## src/rtl/rc4_pkg.sv

```systemverilog
// rc4_pkg: shared key width, key type and search FSM states for the RC4 key-search cores.
package rc4_pkg;
    localparam int KEY_WIDTH = 24;
    typedef logic [KEY_WIDTH-1:0] key_t;
    typedef enum logic [2:0] {LAUNCH, WAIT, NEXT, FOUND, EXHAUSTED, HALTED} search_state_t;
endpackage

```

## src/rtl/key_range_counter.sv

```systemverilog
// key_range_counter: candidate key register with a one-bit-wider adder so the last-key test never wraps.
module key_range_counter
    import rc4_pkg::*;
#(
    parameter key_t KEY_START = '0,
    parameter key_t KEY_STEP  = key_t'(1),
    parameter key_t KEY_END   = '1
) (
    input  logic clk,
    input  logic reset,
    input  logic i_advance,
    output key_t o_key,
    output logic o_is_last
);
    key_t r_key;
    logic [KEY_WIDTH:0] w_sum;
    assign w_sum     = {1'b0, r_key} + {1'b0, KEY_STEP};
    assign o_is_last = w_sum > {1'b0, KEY_END};
    assign o_key     = r_key;
    always_ff @(posedge clk) begin
        if (reset)
            r_key <= KEY_START;
        else if (i_advance)
            r_key <= w_sum[KEY_WIDTH-1:0];
    end
endmodule

```

## src/rtl/key_search_controller.sv

```systemverilog
// key_search_controller: walks a strided key range, launching the decrypt core per candidate
// and reporting a found key, range exhaustion or a master halt.
module key_search_controller
    import rc4_pkg::*;
#(
    parameter key_t KEY_START = '0,
    parameter key_t KEY_STEP  = key_t'(1),
    parameter key_t KEY_END   = '1
) (
    input  logic clk,
    input  logic reset,
    input  logic stop,
    output logic core_start,
    output key_t core_key,
    input  logic core_done,
    input  logic core_valid,
    output logic success,
    output logic fail,
    output key_t found_key,
    output logic busy
);
    localparam bit EMPTY = KEY_START > KEY_END;
    search_state_t r_state, w_next;
    logic w_is_last, w_advance, w_start, w_found, w_busy;
    logic r_start, r_success, r_fail, r_busy;
    key_t r_found_key;

    key_range_counter #(.KEY_START(KEY_START), .KEY_STEP(KEY_STEP), .KEY_END(KEY_END)) u_counter (
        .clk      (clk),
        .reset    (reset),
        .i_advance(w_advance),
        .o_key    (core_key),
        .o_is_last(w_is_last)
    );

    always_ff @(posedge clk) begin
        if (reset) begin
            r_state     <= LAUNCH;
            r_start     <= 1'b0;
            r_success   <= 1'b0;
            r_fail      <= 1'b0;
            r_busy      <= 1'b0;
            r_found_key <= '0;
        end else begin
            r_state   <= w_next;
            r_start   <= w_start;
            r_success <= w_next == FOUND;
            r_fail    <= w_next == EXHAUSTED;
            r_busy    <= w_busy;
            if (w_found)
                r_found_key <= core_key;
        end
    end

    // A local match wins over a simultaneous halt so the master still learns the key.
    always_comb begin
        w_next = r_state;
        case (r_state)
            LAUNCH:  w_next = stop ? HALTED : (EMPTY ? EXHAUSTED : WAIT);
            WAIT:    w_next = (core_done && core_valid) ? FOUND :
                              stop ? HALTED :
                              core_done ? (w_is_last ? EXHAUSTED : NEXT) : WAIT;
            NEXT:    w_next = stop ? HALTED : LAUNCH;
            default: w_next = r_state;
        endcase
    end

    always_comb begin
        w_start   = r_state == LAUNCH && w_next == WAIT;
        w_advance = r_state == NEXT && w_next == LAUNCH;
        w_found   = r_state == WAIT && w_next == FOUND;
        w_busy    = w_next inside {LAUNCH, WAIT, NEXT};
    end

    assign core_start = r_start;
    assign success    = r_success;
    assign fail       = r_fail;
    assign busy       = r_busy;
    assign found_key  = r_found_key;
endmodule
```

## config.mk

```make
export PLATFORM = sky130hd
export DESIGN_NAME = key_search_controller
export DESIGN_NICKNAME = d
export VERILOG_FILES = /design/src/rtl/rc4_pkg.sv /design/src/rtl/key_range_counter.sv /design/src/rtl/key_search_controller.sv
export SDC_FILE = /design/constraint.sdc
export NUM_CORES = 1
export LEC_CHECK = 0
export CORE_AREA = 2 2 91 93
export CTS_BUF_LIST = sky130_fd_sc_hd__clkbuf_8
export CTS_CLUSTER_SIZE = 16
export DETAILED_ROUTE_END_ITERATION = 10
export DIE_AREA = 0 0 93 95
export DONT_BUFFER_PORTS = 1
export PLACE_DENSITY = 0.48
export SLEW_MARGIN = 20
export SYNTH_ARGS = -nofsm -noshare
export SYNTH_HDL_FRONTEND = slang
export SYNTH_SLANG_ARGS = --single-unit
```

## constraint.sdc

```tcl
create_clock -name clk -period 2.36 [get_ports clk]
set_clock_uncertainty 0.1 [all_clocks]
set_input_delay 0.236 -clock clk [delete_from_list [all_inputs] [get_ports clk]]
set_output_delay 0.236 -clock clk [all_outputs]
set_load 0.005 [all_outputs]
```

==> results.txt, run 1 <==
- The run finished, with violations left.
* Violations in the final reports: negative hold slack, negative setup slack
* Starting utilization of the core area: 33.57%
- Worst IR Drop VDD: 0.2444 mV
- Number of hold buffers added after cts: 32
- By startpoint and endpoint, the worst setup path is classified as reg -> reg.
* Yosys reg bits: 55
* Critical path capture point type: flip-flop
* Chip Height: 95 um
- The routed design has 7824 um of wire.
* Sequential cell area fraction in the yosys report: 41.37%
- After detailed routing, the average wire length per cell comes to ~15 um.
- Detailed router's first-iteration violation count: between 100 and 150
- Before antenna repair, the detailed router went through 5 iterations.
- Net switching is 22.97% of the power.
- Pin count of the biggest net entering global routing: 56
- Counting flops with an async set or reset pin after synthesis yields a share of 0%.
- Clock transition at path regs: 0.11 ns
* Hold Worst Slack: -0.1168 ns
- Headroom to the max-slew limit came out at 60.98%.
- Counting flops with a built-in enable in the synthesized netlist gives 0.
- Using the TritonRoute via totals, the vias-per-cell ratio works out to 5.090.
* Sinks on the clock net: 55
- Data arrives at the worst endpoint at 2.56 ns.
- After synthesis, the netlist uses 49 different library cells.
* Library cell occupying the most area in the post-synthesis netlist: dfxtp_1
- Number of warning messages in the yosys log: 0
- Synth top cells by count: 73 x nand2_1, 55 x dfxtp_1, 32 x a21oi_1, 29 x nor2_1, 17 x xor2_1
- By area the synthesized netlist is led by dfxtp_1 41%, nand2_1 10%, a21oi_1 6.0%.
* Clock Root Buffer: clkbuf_8
- The H-tree generated during clock tree synthesis spans 2 levels.
- Number of antenna-violating nets in the routed design: 0
- Of the post-synthesis cell area, the dominant cell type holds 41.37%.
- Final max-slew violation count: 0
- Across the run, the number of max-cap violations was 0.
* Clock latency reported for the late side of the worst-skew pair: 0.32 ns
* Number of buffers inserted to repair setup after CTS: 0
- The finished layout holds 523 standard cells, fillers aside.
* Final Hold Vio Count: 22
* Layout-stage area growth over the synthesis result: 37.99%
* Maximum count of clock buffers along a single path: 2
* Die area: 8835 um^2
* Clock share of power: 38.7%
* FILL cells: 825
* Number of buffers inserted during clock tree synthesis: 5
* Total nets after synthesis: 350
- Tightest Pin Transition: around 0.58 ns
- Vias: 2,662
* Global placement routability congestion: approximately 0.85
- Post-synth design cell area: roughly 2700 um^2
- Setup violations remaining at the end of the flow were counted as 5.
- Clock tree from TritonCTS: done
- Including well taps, the total number of placed cells is 483.
- Most common cell in the synthesized netlist: nand2_1
- The initialized floorplan defines 33 standard-cell rows.
- Power density of the placed cells: 455.4 nW/um^2
- STA classifies the critical path startpoint as a flip-flop.
* Net switching component of the power: about 0.00038 W
- Power comes to 0.001672 W.
- Number of DRC violations after detailed routing: 0
- Worst min path class: in -> reg
- Design internal power: between 0.001 and 0.0015 W
- In this run the count of I/O pins placed on the die edge is 57.
- Number of global-route vias before repair: 2,539
- Derived from the worst setup path, the maximum achievable clock frequency is 0.4094 GHz.
- Required time worst endpoint: about 2.5 ns
* Mean area per synthesized cell: 7.759 um^2
- Port Buf Inserts: 0
- At the end of the flow, the number of nets in the layout was 424.
- Ys flop type: dfxtp_1
- The analysis attributes to cell leakage a power of 1.407 nW.
- Maximum fanout encountered on the critical timing path: 3
* Worst-case setup margin in the final layout: -0.08240 ns
* Antenna Diode Count: 0
- Antenna violations before repair: 0
* DIE WIDTH: 93 um
* Part of the power in combinational logic: under 10%
- Share of cells above drive strength 1: a little under a quarter
- Per report_power, the sequential group accounts for around 57% of the total.
- Core outline area: just under 8000 um^2
- RSZ-0062 raised after global routing: true
- Global-route total usage across every layer: 17.91%
- Share of the clock period used by the worst path after layout: 103.5%
* Gr ovfl total: 0
- Post-DP HPWL: roughly 5500 um
- Synthesis produced around 340 cells.
* Global-route wire length before repair: 12,350 um
- Crit path time final: 2.442 ns
cells in the final DEF, fill, tap and decap left out, drive strengths merged, types with 5 or more instances in the layout:
cell and count:
a21oi 33, or4 5, nor3 6, inv 6
o21ai 9, dfxtp 55, nand3 12, nand2 73
xnor2 5, and4 5, dlygate4sd3 32, and3 5
buf 61, nand4 13, clkbuf 5, nor2 29
xor2 17
kinds of logic (layout without fill, tap and decap cells):
| group | after synthesis | count (layout) | share of synthesized area, % |
|---|---|---|---|
| XOR/XNOR | 22 | 22 | 7.240 |
| AND/OR/NAND/NOR | 170 | 170 | 31.17 |
| AO/OA/AOI/OAI | 62 | 62 | 14.15 |
| buffers and inverters | 32 | 107 | 5.124 |
| adder cells (fa/ha/maj) | 2 | 2 | 0.9401 |
| flip-flops | 55 | 55 | 41.37 |
state kept, by name, indices dropped and copies added, names as in the netlist:
name             cells
fail                 1
u_counter.o_key     24
found_key           24
r_state              3
busy                 1
core_start           1
success              1
area by class of cell:
type	instances	area, um^2	share of cell area [%]
clock buffer	5	68.82	1.874
clock inverter	3	43.79	1.193
inverter	6	22.52	0.6133
multi-input combinational	256	1510	41.12
sequential	55	1117	30.43
tap	105	131.4	3.578
timing repair buffer	93	778.2	21.19
through the flow:
stage / area [um^2] / utilization [%] / worst slack (ns) / setup TNS, ns
after floorplan: 2725 / - / 0.0008900 / 0
after global placement: 3173 / 40.03 / -0.03727 / -0.1351
after detailed placement: 3173 / 40.03 / -0.08272 / -0.3062
after CTS: 3612 / 45.57 / -0.1002 / -0.4084
after global routing: 3672 / 46.32 / -0.2111 / -1.632
final: 3672 / 46.32 / -0.08240 / -0.3044
layer usage:
| layer | share of wire [%] | vias to the layer above | track usage [%] |
|---|---|---|---|
| met3 | 5.7 | 9 | 3.911 |
| met2 | 47 | 65 | 30.56 |
| met5 | 0 | - | 0 |
| met4 | 1.3 | 0 | 5.637 |
| li1 | - | 1340 | - |
| met1 | 46 | 1248 | 22.58 |
power groups by stage:
| stage | registers (W) | logic [W] | clock network (W) |
|---|---|---|---|
| after floorplan | 0.000967 | 0.0000584 | 0 |
| after global placement | 0.000969 | 0.0000701 | 0 |
| after detailed placement | 0.000969 | 0.0000703 | 0 |
| after CTS | 0.000948 | 0.0000767 | 0.000669 |
| after global routing | 0.000949 | 0.0000855 | 0.000699 |
| final | 0.000947 | 0.0000771 | 0.000648 |
final timing paths:
| path | startpoint | end | slack, ns | cells past startpoint |
|---|---|---|---|---|
| hold reg to reg | r_state[0] | success | 0.52 | 3 |
| setup / recovery | u_counter.o_key[20] | busy | -0.08 | 8 |
| hold / removal | reset | busy | -0.12 | 1 |
| setup reg to reg | u_counter.o_key[20] | busy | -0.08 | 8 |
worst max-delay path, stage by stage (launching register included):
cell and delay (ns):
dfxtp_2 0.34, nand4_1 0.13, or4_4 0.54, or3_4 0.42, a2111oi_4 0.29, nand4_1 0.15
a21oi_2 0.19, buf_4 0.14, nor3b_1 0.04
repair_timing:
item | CTS | global route
endpoints found under the hold margin | 54 | 22
pin swaps | 7 | 7
endpoints found under the setup margin | 5 | 28
gates resized for setup | 3 | 16
Note: power is estimated with default switching activity, not from simulation.
==> inputs of run 2 (changes only) <==
--- a/config.mk
+++ b/config.mk
@@ -5,11 +5,11 @@
 export SDC_FILE = /design/constraint.sdc
 export NUM_CORES = 1
 export LEC_CHECK = 0
-export CORE_AREA = 2 2 91 93
+export CORE_AREA = 2 2 77 109
 export CTS_BUF_LIST = sky130_fd_sc_hd__clkbuf_8
 export CTS_CLUSTER_SIZE = 16
 export DETAILED_ROUTE_END_ITERATION = 10
-export DIE_AREA = 0 0 93 95
+export DIE_AREA = 0 0 79 111
 export DONT_BUFFER_PORTS = 1
 export PLACE_DENSITY = 0.48
 export SLEW_MARGIN = 20
==> run 2 against run 1 <==
  * The run ends with negative setup slack left
  * Worst setup slack worse by 0.011 ns
  * Sequential cell count stayed put
  * Routed wire length increased by 0.52%
  * Final cell count shrank 6.5%
  * Sequential power about the same
  * Fmax shrank 0.43%
  * Critical path type unchanged
==> results.txt, run 2 (synthesized netlist as in run 1, its figures left out) <==
- Final Hold Vio Count: 0 (was 22)
- The number of max-capacitance violations reported came to 0 (unchanged).
- Global-route wire length before repair: 12,400 um (was 12,350 um)
* Hold Path Cell Cnt: 4 (was 1)
* Setup Total Neg Slack: -0.1839 ns (was -0.3044 ns)
- Maximum count of clock buffers along a single path: 2 (unchanged)
* Post-DP HPWL: 5728 um (was 5518 um)
- Critical path class: reg -> reg (unchanged)
- The CTS buffer count was 5 (unchanged).
- The most utilized layer in the global route result is met2 (unchanged).
* Maximum level of the CTS H-tree: 2 (unchanged)
- The element type at the critical path end is a flip-flop (unchanged).
- The total routed wirelength is 7865 um (was 7824 um).
* Detailed router's first-iteration violation count: 115 (was 110)
- Violations in the final reports: negative setup slack (was negative hold slack, negative setup slack).
- Core outline area: 7905 um^2 (was 7928 um^2)
- The part of the cycle the worst path needs was 103.9% (was 103.5%).
* Worst R2R Path Depth: 7 (was 8)
- Crit path time final: 2.453 ns (was 2.442 ns)
- The worst min-delay path startpoint is core_valid (was reset).
- The setup slack on the worst flop-to-flop path is -0.09 ns (was -0.08 ns).
- Worst min path class: in -> reg (unchanged)
- Total number of placement rows: 39 (was 33)
- Global-route total usage across every layer: 18.08% (was 17.91%)
* Clock transition at path regs: 0.09 ns (was 0.11 ns)
- Vias: 2,527 (was 2,662)
- The width of the chip is 79 um (was 93 um).
- Chip Height: 111 um (was 95 um)
* Sinks on the clock net: 55 (unchanged)
- Total Nets Final: 395 (was 424)
- The setup violation total in the final timing report came to 5 (unchanged).
* Tightest Pin Transition: 0.5847 ns (was 0.5804 ns)
* Leakage power figure: 1.203 nW (was 1.407 nW)
- The headroom to the max-slew limit came to 60.66% (was 60.98%).
- Number of DRC violations after detailed routing: 0 (unchanged)
- Share of cells above drive strength 1: 23.77% (was 22.73%)
- Antenna violations before repair: 0 (unchanged)
- The clock tree from TritonCTS is done (unchanged).
- The clock network latency to the later pin of the worst-skew pair was 0.31 ns (was 0.32 ns).
* Leading cell type in the layout, fill and taps excluded: nand2_1 (unchanged)
* Placed cell areas: 3177 um^2 (was 3173 um^2)
- The power density over the cells is 458.9 nW/um^2 (was 455.4 nW/um^2).
- The maximum cell stage delay along the critical path is 0.55 ns (was 0.54 ns).
* Port Buf Inserts: 0 (unchanged)
- Final max-slew violation count: 0 (unchanged)
* Pin count of the biggest net entering global routing: 55 (was 56)
- R2R Path End: fail (was busy)
* Power after layout: 0.001539 W (was 0.001672 W)
* Global routing met1 resource utilization: 21.19% (was 22.58%)
* Commonest non-fill, non-tap cells in the layout: 73 x nand2_1, 60 x buf_4, 43 x dfxtp_1 (was 72 x nand2_1, 61 x buf_4, 44 x dfxtp_1)
* Worst-case setup margin in the final layout: -0.09292 ns (was -0.08240 ns)
- The worst hold slack after final layout is 0.09876 ns (was -0.1168 ns).
- The hold path endpoint is success (was busy).
* GR Layer Usage met2: 31.36% (was 30.56%)
* Slowest cell on the critical path: or4_4 (unchanged)
* Final design instance area without fill: 3354 um^2 (was 3672 um^2)
* Data arrival time of the critical path: 2.62 ns (was 2.56 ns)
- Number of buffers inserted to repair setup after CTS: 0 (unchanged)
- The total overflow reported by the global router came to 0 (unchanged).
- Die area: 8769 um^2 (was 8835 um^2)
- The worst-path maximum fanout was 5 (was 3).
- The worst endpoint required time was 2.53 ns (was 2.48 ns).
- The maximum operating frequency is 0.4077 GHz (was 0.4094 GHz).
* Wire length per cell after detailed routing: 16.08 um (was 14.96 um)
- The met3 layer usage reported by global route came to 4.316% (was 3.911%).
- Layout-stage area growth over the synthesis result: 26.05% (was 37.99%)
* Count of boundary I/O pins: 57 (unchanged)
- Run status: finished with violations (unchanged).
- Number of search-and-repair iterations in the first detailed-routing pass: 4 (was 5)
- Cell Chain, Critical Path: nand4_1, or4_4, or3_4, a2111oi_4, nand4_1, a21oi_2, and4bb_1 (was nand4_1, or4_4, or3_4, a2111oi_4, nand4_1, a21oi_2, buf_4, nor3b_1)
- The peak supply drop is 0.2410 mV (was 0.2444 mV).
* Critical Path Start Type: flip-flop (unchanged)
* Number of global-route vias before repair: 2,450 (was 2,539)
- The core occupancy in the finished layout came to 42.43% (was 46.32%).
* Number of antenna-violating nets in the routed design: 0 (unchanged)
* Most frequent cell on the critical path: nand4_1 (unchanged)
* RSZ-0062 raised after global routing: true (unchanged)
- Crit Reg-Reg Startpoint: u_counter.o_key[18] (was u_counter.o_key[20])
* Antenna Diode Count: 0 (unchanged)
- The final weighted congestion in routability-driven placement came to 0.9227 (was 0.8536).
- The root cell of the clock tree is clkbuf_8 (unchanged).
- The via-per-instance ratio came to 5.168 (was 5.090).
- Starting utilization of the core area: 33.67% (was 33.57%)
[run 2: cell count changes in the layout (fill, tap and decap cells not counted), sizes merged]
cell	previous run	this run
dlygate4sd3	32	1
buf	61	63
clkinv	2	0
bufinv	1	0
inv	6	7
[run 2: final cells by class]
class / instances / area (um^2)
fillers: 856 / 4551
multi-input cells: 256 / 1495
flip-flops and latches: 55 / 1126
repair buffers: 64 / 510.5
well taps: 102 / 127.6
clock buffers: 5 / 68.82
inverters: 6 / 22.52
clock inverters: 1 / 3.754
[run 2: timing repair]
action,in CTS,in global routing
endpoints found under the setup margin,5,6
gates resized for setup,5,17
hold buffers,1,1
endpoints found under the hold margin,54,1
pin swaps,4,7
[run 2: report_power, final]
| group | total (W) | internal [W] | switching (W) |
|---|---|---|---|
| registers | 0.000947 | 0.000934 | 0.0000125 |
| logic | 0.0000932 | 0.0000355 | 0.0000576 |
| clock network | 0.000500 | 0.000195 | 0.000305 |
[run 2: worst max path at each step]
stage / startpoint / endpoint / slack [ns]
3_5_place_dp: u_counter.o_key[0] / fail / -0.10
4_1_cts: u_counter.o_key[21] / fail / -0.09
2_1_floorplan: u_counter.o_key[18] / fail / 0.0009
6_report: u_counter.o_key[18] / fail / -0.09
5_1_grt: u_counter.o_key[18] / fail / -0.16
3_3_place_gp: u_counter.o_key[0] / fail / -0.07
[run 2: worst max-delay path: cells and delay by family (launching register included)]
kind	cells	cell delay (ns)
compound gates	2	0.54
flops	1	0.34
simple gates	5	1.42
[run 2: stage by stage]
stage | cells | setup slack (ns)
final | 489 | -0.09292
after floorplan | 343 | 0.0008900
after global routing | 489 | -0.1619
after global placement | 481 | -0.07413
after detailed placement | 481 | -0.1014
after CTS | 488 | -0.08567
[run 2: per-layer routing]
metal	up-vias	wire (um)
met5	-	0
met4	0	144
met3	9	335
met2	48	4031
met1	1197	3353
li1	1273	-
